**src/rtl/toy_bus_ddec_pipe_if.sv**
```systemverilog
// Request bus for the registered 1-to-N decoder: one valid/ready input,
// N valid/ready outputs that share one payload, and drop reporting.
interface toy_bus_ddec_pipe_if #(
    parameter int N_OUT  = 4,
    parameter int ADDR_W = 32,
    parameter int DATA_W = 32,
    parameter int ID_W   = 4
);
    logic                  in_vld;
    logic                  in_rdy;
    logic [ADDR_W-1:0]     in_addr;
    logic [DATA_W/8-1:0]   in_strb;
    logic [DATA_W-1:0]     in_data;
    logic                  in_opcode;
    logic [ID_W-1:0]       in_src_id;
    logic [ID_W-1:0]       in_tgt_id;

    logic [N_OUT-1:0]      out_vld;
    logic [N_OUT-1:0]      out_rdy;
    logic [ADDR_W-1:0]     out_addr;
    logic [DATA_W/8-1:0]   out_strb;
    logic [DATA_W-1:0]     out_data;
    logic                  out_opcode;
    logic [ID_W-1:0]       out_src_id;
    logic [ID_W-1:0]       out_tgt_id;

    logic                  err_vld;
    logic [ID_W-1:0]       err_tgt_id;
    logic [7:0]            err_cnt;

    modport slave (
        input  in_vld, in_addr, in_strb, in_data, in_opcode, in_src_id, in_tgt_id,
        input  out_rdy,
        output in_rdy,
        output out_vld, out_addr, out_strb, out_data, out_opcode, out_src_id, out_tgt_id,
        output err_vld, err_tgt_id, err_cnt
    );

    modport master (
        output in_vld, in_addr, in_strb, in_data, in_opcode, in_src_id, in_tgt_id,
        output out_rdy,
        input  in_rdy,
        input  out_vld, out_addr, out_strb, out_data, out_opcode, out_src_id, out_tgt_id,
        input  err_vld, err_tgt_id, err_cnt
    );
endinterface

```
**src/rtl/toy_bus_ddec_pipe.sv**
```systemverilog
// Registered 1-to-N request decoder: one-entry pipeline register, table-driven
// routing, unmapped targets dropped with an error pulse and saturating count.
module toy_bus_ddec_pipe #(
    parameter int N_OUT  = 4,
    parameter int ADDR_W = 32,
    parameter int DATA_W = 32,
    parameter int ID_W   = 4,
    parameter int PORT_W = $clog2(N_OUT),
    parameter logic [(2**ID_W)*PORT_W-1:0] ROUTE_MAP = '0,
    parameter logic [(2**ID_W)-1:0]        ROUTE_VLD = {(2**ID_W){1'b1}}
) (
    input  logic               clk,
    input  logic               rst_n,
    toy_bus_ddec_pipe_if.slave bus
);
    localparam int STRB_W = DATA_W / 8;

    logic                pipe_vld_q, pipe_vld_d;
    logic [PORT_W-1:0]   pipe_port_q;
    logic [ADDR_W-1:0]   addr_q;
    logic [STRB_W-1:0]   strb_q;
    logic [DATA_W-1:0]   data_q;
    logic                opcode_q;
    logic [ID_W-1:0]     src_id_q;
    logic [ID_W-1:0]     tgt_id_q;

    logic                err_vld_q, err_vld_d;
    logic [ID_W-1:0]     err_tgt_id_q, err_tgt_id_d;
    logic [7:0]          err_cnt_q, err_cnt_d;

    logic [PORT_W-1:0]   dec_port;
    logic                dec_hit;
    logic [N_OUT-1:0]    out_vld_w;
    logic                drain;
    logic                accept;
    logic                load;
    logic                drop;

    // A table entry pointing past the last channel counts as unmapped.
    always_comb begin
        dec_port = ROUTE_MAP[bus.in_tgt_id*PORT_W +: PORT_W];
        dec_hit  = ROUTE_VLD[bus.in_tgt_id]
                   && ({{(32-PORT_W){1'b0}}, dec_port} < 32'(N_OUT));
    end

    for (genvar gi = 0; gi < N_OUT; gi++) begin : g_out_vld
        assign out_vld_w[gi] = pipe_vld_q && (pipe_port_q == PORT_W'(gi));
    end

    // Ready depends only on the held entry and out_rdy, never on in_vld.
    assign drain  = |(out_vld_w & bus.out_rdy);
    assign accept = bus.in_vld && bus.in_rdy;
    assign load   = accept && dec_hit;
    assign drop   = accept && !dec_hit;

    always_comb begin
        pipe_vld_d   = pipe_vld_q && !drain;
        err_vld_d    = drop;
        err_tgt_id_d = err_tgt_id_q;
        err_cnt_d    = err_cnt_q;
        if (load) begin
            pipe_vld_d = 1'b1;
        end
        if (drop) begin
            err_tgt_id_d = bus.in_tgt_id;
            if (err_cnt_q != 8'hFF) begin
                err_cnt_d = err_cnt_q + 8'd1;
            end
        end
    end

    always_ff @(posedge clk or negedge rst_n) begin
        if (!rst_n) begin
            pipe_vld_q   <= 1'b0;
            err_vld_q    <= 1'b0;
            err_tgt_id_q <= '0;
            err_cnt_q    <= '0;
        end else begin
            pipe_vld_q   <= pipe_vld_d;
            err_vld_q    <= err_vld_d;
            err_tgt_id_q <= err_tgt_id_d;
            err_cnt_q    <= err_cnt_d;
        end
    end

    // Payload only moves on a routed accept; it is left in place after drain.
    always_ff @(posedge clk or negedge rst_n) begin
        if (!rst_n) begin
            pipe_port_q <= '0;
            addr_q      <= '0;
            strb_q      <= '0;
            data_q      <= '0;
            opcode_q    <= 1'b0;
            src_id_q    <= '0;
            tgt_id_q    <= '0;
        end else if (load) begin
            pipe_port_q <= dec_port;
            addr_q      <= bus.in_addr;
            strb_q      <= bus.in_strb;
            data_q      <= bus.in_data;
            opcode_q    <= bus.in_opcode;
            src_id_q    <= bus.in_src_id;
            tgt_id_q    <= bus.in_tgt_id;
        end
    end

    assign bus.in_rdy     = !pipe_vld_q || drain;
    assign bus.out_vld    = out_vld_w;
    assign bus.out_addr   = addr_q;
    assign bus.out_strb   = strb_q;
    assign bus.out_data   = data_q;
    assign bus.out_opcode = opcode_q;
    assign bus.out_src_id = src_id_q;
    assign bus.out_tgt_id = tgt_id_q;
    assign bus.err_vld    = err_vld_q;
    assign bus.err_tgt_id = err_tgt_id_q;
    assign bus.err_cnt    = err_cnt_q;
endmodule

```
**src/flat_wrapper.sv**
```systemverilog
// flat-port wrapper written by rule: the top's interface ports become plain ports
module toy_bus_ddec_pipe_flat 
#(
    parameter int N_OUT  = 4,
    parameter int ADDR_W = 32,
    parameter int DATA_W = 32,
    parameter int ID_W   = 4,
    parameter int PORT_W = $clog2(N_OUT),
    parameter logic [(2**ID_W)*PORT_W-1:0] ROUTE_MAP = '0,
    parameter logic [(2**ID_W)-1:0]        ROUTE_VLD = {(2**ID_W){1'b1}}
)
  (clk, rst_n, bus_in_vld, bus_in_addr, bus_in_strb, bus_in_data, bus_in_opcode, bus_in_src_id, bus_in_tgt_id, bus_out_rdy, bus_in_rdy, bus_out_vld, bus_out_addr, bus_out_strb, bus_out_data, bus_out_opcode, bus_out_src_id, bus_out_tgt_id, bus_err_vld, bus_err_tgt_id, bus_err_cnt);
  toy_bus_ddec_pipe_if #(.N_OUT(N_OUT), .ADDR_W(ADDR_W), .DATA_W(DATA_W), .ID_W(ID_W)) bus_i ();
  input  logic clk;
  input  logic rst_n;
  input wire logic [$bits(bus_i.in_vld)-1:0] bus_in_vld;
  input wire logic [$bits(bus_i.in_addr)-1:0] bus_in_addr;
  input wire logic [$bits(bus_i.in_strb)-1:0] bus_in_strb;
  input wire logic [$bits(bus_i.in_data)-1:0] bus_in_data;
  input wire logic [$bits(bus_i.in_opcode)-1:0] bus_in_opcode;
  input wire logic [$bits(bus_i.in_src_id)-1:0] bus_in_src_id;
  input wire logic [$bits(bus_i.in_tgt_id)-1:0] bus_in_tgt_id;
  input wire logic [$bits(bus_i.out_rdy)-1:0] bus_out_rdy;
  output wire logic [$bits(bus_i.in_rdy)-1:0] bus_in_rdy;
  output wire logic [$bits(bus_i.out_vld)-1:0] bus_out_vld;
  output wire logic [$bits(bus_i.out_addr)-1:0] bus_out_addr;
  output wire logic [$bits(bus_i.out_strb)-1:0] bus_out_strb;
  output wire logic [$bits(bus_i.out_data)-1:0] bus_out_data;
  output wire logic [$bits(bus_i.out_opcode)-1:0] bus_out_opcode;
  output wire logic [$bits(bus_i.out_src_id)-1:0] bus_out_src_id;
  output wire logic [$bits(bus_i.out_tgt_id)-1:0] bus_out_tgt_id;
  output wire logic [$bits(bus_i.err_vld)-1:0] bus_err_vld;
  output wire logic [$bits(bus_i.err_tgt_id)-1:0] bus_err_tgt_id;
  output wire logic [$bits(bus_i.err_cnt)-1:0] bus_err_cnt;
  assign bus_i.in_vld = bus_in_vld;
  assign bus_i.in_addr = bus_in_addr;
  assign bus_i.in_strb = bus_in_strb;
  assign bus_i.in_data = bus_in_data;
  assign bus_i.in_opcode = bus_in_opcode;
  assign bus_i.in_src_id = bus_in_src_id;
  assign bus_i.in_tgt_id = bus_in_tgt_id;
  assign bus_i.out_rdy = bus_out_rdy;
  assign bus_in_rdy = bus_i.in_rdy;
  assign bus_out_vld = bus_i.out_vld;
  assign bus_out_addr = bus_i.out_addr;
  assign bus_out_strb = bus_i.out_strb;
  assign bus_out_data = bus_i.out_data;
  assign bus_out_opcode = bus_i.out_opcode;
  assign bus_out_src_id = bus_i.out_src_id;
  assign bus_out_tgt_id = bus_i.out_tgt_id;
  assign bus_err_vld = bus_i.err_vld;
  assign bus_err_tgt_id = bus_i.err_tgt_id;
  assign bus_err_cnt = bus_i.err_cnt;
  toy_bus_ddec_pipe #(.N_OUT(N_OUT), .ADDR_W(ADDR_W), .DATA_W(DATA_W), .ID_W(ID_W), .PORT_W(PORT_W), .ROUTE_MAP(ROUTE_MAP), .ROUTE_VLD(ROUTE_VLD)) u_core (.clk(clk), .rst_n(rst_n), .bus(bus_i));
endmodule
```
**config.mk**
```make
export PLATFORM = sky130hd
export DESIGN_NAME = toy_bus_ddec_pipe_flat
export DESIGN_NICKNAME = d
export VERILOG_FILES = /design/src/rtl/toy_bus_ddec_pipe_if.sv /design/src/rtl/toy_bus_ddec_pipe.sv /design/src/flat_wrapper.sv
export SDC_FILE = /design/constraint.sdc
export NUM_CORES = 1
export LEC_CHECK = 0
export ABC_CLOCK_PERIOD_IN_PS = 1380
export BUFFER_PORTS_ARGS = -buffer_cell sky130_fd_sc_hd__clkbuf_2
export CAP_MARGIN = 5
export CORE_AREA = 2 2 93 131
export DETAILED_ROUTE_END_ITERATION = 8
export DIE_AREA = 0 0 95 133
export PLACE_DENSITY = 0.66
export SYNTH_ARGS = -nofsm -noshare
export SYNTH_HDL_FRONTEND = slang
export SYNTH_SLANG_ARGS = --single-unit
```
**constraint.sdc**
```tcl
create_clock -name clk -period 1.38 [get_ports clk]
set_clock_uncertainty 0.15 [all_clocks]
set_input_delay 0.207 -clock clk [delete_from_list [all_inputs] [get_ports clk]]
set_output_delay 0.207 -clock clk [all_outputs]
set_load 0.05 [all_outputs]
```
[After elaboration in Yosys (flattened, before gate mapping)]
Memory sizes are Yosys's and may differ from the RTL's.
Cells that the tools add are included.
Storage, ports and cells
  flip-flop bits (word level): 93
  latch bits: 0
  memory bits (writable): 0
  memory bits (read-only): 16
  input bits: 84
  output and inout port bits: 95
  memories kept: 1
Memory list
  (name not given): depth 16, width 1, rd ports 1, clocked after memory_dff 0, write ports 0, line toy_bus_ddec_pipe.sv:42  | dec_hit = ROUTE_VLD[bus.in_tgt_id]
Cells by class
  add/sub/neg operators: 1
  multipliers: 0
  div/mod/pow operators: 0
  order comparisons: 1
  equal/unequal tests: 4
  shift operators: 1
  mux-type cells: 2
  bitwise logic cells: 1
  reductions and logical operators: 15
Operators with widths (number)
  indexed part select 32 x 6 -> 2 bit, first input constant: 1
  adder 8 x 1 -> 8 bit, second input constant: 1
  logical AND 1 bit: 8
  != test 8 bit, second input constant: 1
  < comparator 4 x 5 -> 1 bit, second input constant: 1
  bitwise AND 4 bit: 1
  == test 2 bit, second input constant: 2
  OR reduction 4 bit: 1
  zero test 1 bit: 3
  == test 2 x 1 -> 1 bit, second input constant: 1
  zero test 2 bit: 1
  two-way mux 1 bit: 2
  AND reduction 2 bit: 1
  logical OR 1 bit: 1

[Longest topological paths before layout]
  depth after elaboration: 8
  gate-level depth with buffers: 5
  gate-level depth less buffers: 3

[Least setup slack after synthesis]
No wires, ideal clock.
  path kind: register -> register
  start: reg u_core.pipe_vld_q
  end: reg u_core.addr_q[22] (netlist: u_core.bus.out_addr[22])
  setup time: 0.125 ns
  data arrival time: 1.246 ns
  path slack: -0.141 ns
  stages on the path, launching flop included: 6
  cell sequence: dfrtp_1 -> nand2b_4 -> nand2_2 -> buf_6 -> buf_6 -> mux2_4
Between the ends
  longest elaborated chain between the ends: 6
Ends and longest elaborated chain
  start, declared: line toy_bus_ddec_pipe.sv:18  | logic pipe_vld_q, pipe_vld_d;
  start signal, assigned: line toy_bus_ddec_pipe.sv:79  | pipe_vld_q <= pipe_vld_d;
  logical AND 1 bit: line toy_bus_ddec_pipe.sv:47  | assign out_vld_w[gi] = pipe_vld_q && (pipe_port_q == PORT_W'(gi));
  bitwise AND 4 bit: line toy_bus_ddec_pipe.sv:51  | assign drain = |(out_vld_w & bus.out_rdy);
  OR reduction 4 bit: line toy_bus_ddec_pipe.sv:51
  logical OR 1 bit (*): line toy_bus_ddec_pipe.sv:107  | assign bus.in_rdy = !pipe_vld_q || drain;
  via bus_in_rdy: line flat_wrapper.sv:24  | output wire logic [$bits(bus_i.in_rdy)-1:0] bus_in_rdy;
  logical AND 1 bit (*): line toy_bus_ddec_pipe.sv:52  | assign accept = bus.in_vld && bus.in_rdy;
  logical AND 1 bit (*): line toy_bus_ddec_pipe.sv:53  | assign load = accept && dec_hit;
  end signal, assigned: line toy_bus_ddec_pipe.sv:98  | addr_q <= bus.in_addr;
  end, declared: line toy_bus_ddec_pipe.sv:20  | logic [ADDR_W-1:0] addr_q;
The timed path passes the listed nets; every way through them passes the cells marked *.
A chain may end at the register's enable or synchronous reset.

[Final worst setup path]
  start: reg u_core.pipe_vld_q
  end: reg u_core.data_q[29] (netlist: u_core.bus.out_data[29])
Between the ends
  longest elaborated chain between the ends: 6
Ends and longest elaborated chain
  logical AND 1 bit: line toy_bus_ddec_pipe.sv:47
  bitwise AND 4 bit: line toy_bus_ddec_pipe.sv:51
  OR reduction 4 bit: line toy_bus_ddec_pipe.sv:51
  logical OR 1 bit (*): line toy_bus_ddec_pipe.sv:107
  logical AND 1 bit (*): line toy_bus_ddec_pipe.sv:52
  logical AND 1 bit (*): line toy_bus_ddec_pipe.sv:53
  end signal, assigned: line toy_bus_ddec_pipe.sv:100  | data_q <= bus.in_data;
  end, declared: line toy_bus_ddec_pipe.sv:22  | logic [DATA_W-1:0] data_q;
Every way passes the cells marked *; elsewhere a longest branch is shown, timed or not.

==> results_dict.tcl <==
set metrics [dict create \
    outcome "finished, violations left" \
    violations "setup timing" \
    dr.first_iter.drc_count 19 \
    cts_max_path_buffers 2 \
    antenna_found_initial 0 \
    min_path_cells 4 \
    path_max_fanout 35 \
    grt_pass1_wl_um 12400 \
    post_cts_buffers 0 \
    cp-start-kind "flip-flop" \
    vias 2364 \
    hold_path_class "input pin to flip-flop" \
    met3_usage 0.0382 \
    clkSinkCount 78 \
    coreArea_sq_um 11600 \
    htree_levels 3 \
    fin_crit_ns 1.46 \
    crit_arrival_ns 1.51 \
    reg2reg_slack_ns -0.08 \
    dp_hpwl_um 5160 \
    hp-start "bus_out_rdy[0]" \
    final-seq-area_sq_um 1950 \
    area_growth_syn_to_layout_pct 66.5 \
    worstPathRequired_ns 1.43 \
    whs_endpoint "u_core.pipe_vld_q$_DFF_PN0_" \
    drtAntennaViolNets 0 \
    cts_buffers 9 \
    insertion_delay_ns 0.32 \
    use_met1 0.132 \
    p_leak_nw 2.66 \
    power_mw 7.93 \
    ys_warn_count 0 \
    wl_um 7900 \
    swShare 0.355 \
    min_period_over_period 1.06 \
    p_seq_frac 0.354 \
    comb_power_share 0.330 \
    grt_pass1_vias 2609 \
    routed_via_density 4.07 \
    synth.area.top_cells "dfrtp_1, mux2_2, mux2_4, buf_4, buf_6" \
    switching_power_mw 2.81 \
    worstSetupStartpoint "u_core.pipe_vld_q$_DFF_PN0_" \
    cts_tree "done" \
    wl_per_cell_um 13.6 \
    nets 513 \
    seq_area_frac_synth 0.619 \
    syn_inst 184 \
    fmax_mhz 685 \
    pwr-share-clk 0.317 \
    setup_violations 78 \
    gp_congestion 0.683 \
    p_int_mw 5.12 \
    die-area_sq_um 12600 \
    final_max_slew_viol_count 0 \
    ys_types 10 \
    clkSlewWorstSetupHoldPaths_ns 0.06 \
    io_pins 179 \
    reg2reg_to "u_core.bus.out_data[29]$_DFFE_PN0P_" \
    top_usage_layer "met2" \
    portBuffers 159 \
    fin_ws_ns -0.0808 \
    fill_cells 1028 \
    drive_gt1_frac 0.597 \
    drv_cap 0 \
    worstSetupPathType "flip-flop to flip-flop" \
    ys_seq_elements 78 \
    row_count 47 \
    ir_drop_mv 0.573 \
    yosysTopAreaCell "dfrtp_1" \
    power_density_nw_per_um2 1510 \
    grt_max_degree 44 \
    hold_violations 0 \
    rr_worst_depth 4 \
    drcViolationCount 0 \
    netlist_area_sq_um 3150 \
    track_usage 0.128 \
    postSynthAreaPerCell_sq_um 17.1 \
    critPathCaptureType "flip-flop" \
    holdWs_ns 0.142 \
    overflow 0 \
    rsz0062_at_grt "true" \
    synth_top_area_frac 0.619 \
    rr_startpoint "u_core.pipe_vld_q$_DFF_PN0_" \
    start_util 0.272 \
    multi_input_area_sq_um 1090 \
    use_met2 0.230 \
    first_pass_iters 3 \
    die_w_um 95 \
    cts-root-buf "clkbuf_16" \
    dieHeight_um 133 \
    antenna_cells 0 \
]
[critical path, stage by stage, from the launching register on]
cell      delay (ns)
dfrtp_1         0.39
nand2b_4        0.08
nand2_4         0.10
buf_16          0.22
mux2_2          0.37
[metrics by stage]
step	area, sq um	util	std cells	setup TNS [ns]	setup WS (ns)
after global placement	4090	0.353	486	-0.843	-0.0368
after CTS	5230	0.452	581	-3.01	-0.0961
after detailed placement	4090	0.353	486	-3.16	-0.0845
after global routing	5250	0.453	581	-7.50	-0.133
after floorplan	3230	-	199	-6.80	-0.122
final	5250	0.453	581	-2.99	-0.0808
[routing by layer]
metal  up-vias  wire length (um)
li1       1083                 -
met1      1162              2800
met2       100              4420
met3        19               481
met4         0               201
met5         -                 0
[flip-flops by register name, indices dropped and copies added (netlist names)]
| name | count |
|---|---|
| u_core.bus.out_addr | 32 |
| u_core.pipe_vld_q | 1 |
| u_core.bus.out_strb | 4 |
| u_core.bus.out_src_id | 4 |
| u_core.bus.out_tgt_id | 4 |
| u_core.bus.out_data | 32 |
| u_core.bus.out_opcode | 1 |
[cells by family after synthesis]
kind of cell,after synthesis,share of synthesized area
AND/OR/NAND/NOR,3,0.00833
buffers and inverters,25,0.0611
multiplexers,77,0.311
other,1,0.00119
flip-flops,78,0.619
[power groups by stage]
stage | clock (mW) | sequential [mW] | combinational, mW
after floorplan | 0 | 4.02 | 0.650
after global placement | 0 | 2.82 | 2.38
after detailed placement | 0 | 2.84 | 2.42
after CTS | 2.61 | 2.80 | 2.61
after global routing | 2.71 | 2.85 | 2.73
final | 2.51 | 2.80 | 2.61
[worst max path at each step]
stage | cells after the start | slack, ns | to
3_3_place_gp | 4 | -0.04 | u_core.bus.out_addr[31]$_DFFE_PN0P_
2_1_floorplan | 5 | -0.12 | u_core.bus.out_addr[22]$_DFFE_PN0P_
3_5_place_dp | 4 | -0.08 | u_core.bus.out_data[29]$_DFFE_PN0P_
6_report | 4 | -0.08 | u_core.bus.out_data[29]$_DFFE_PN0P_
5_1_grt | 4 | -0.13 | u_core.bus.out_data[29]$_DFFE_PN0P_
4_1_cts | 3 | -0.1 | bus_in_rdy
[cell type report]
class,count,area share
sequential,78,0.372
clock inverter,5,0.0157
clock buffer,11,0.0462
multi-input combinational,96,0.207
tap,147,0.0350
timing repair buffer,244,0.325
[Yosys cell counts (all sizes together)]
| cell type | n |
|---|---|
| nand2b | 2 |
| mux2 | 77 |
| conb | 1 |
| buf | 25 |
| nand2 | 1 |
| dfrtp | 78 |
[layout by cell type, fill, tap and decap left out, drive strengths merged]
cell type and n:
conb 16, dlygate4sd3 79, nand2b 2, clkinv 3, bufinv 2, clkbuf 168
buf 8, mux2 77, nand2 1, dfrtp 78
[timing repair]
action / 4_1_cts / 5_1_grt
pin swaps: 1 / 0
endpoints found under the setup margin: 79 / 80
hold buffers: 79 / 0
endpoints found under the hold margin: 156 / 0
cloned: 0 / 0
resized for setup: 6 / 5
No activity file was read; power rests on OpenSTA's default activity.
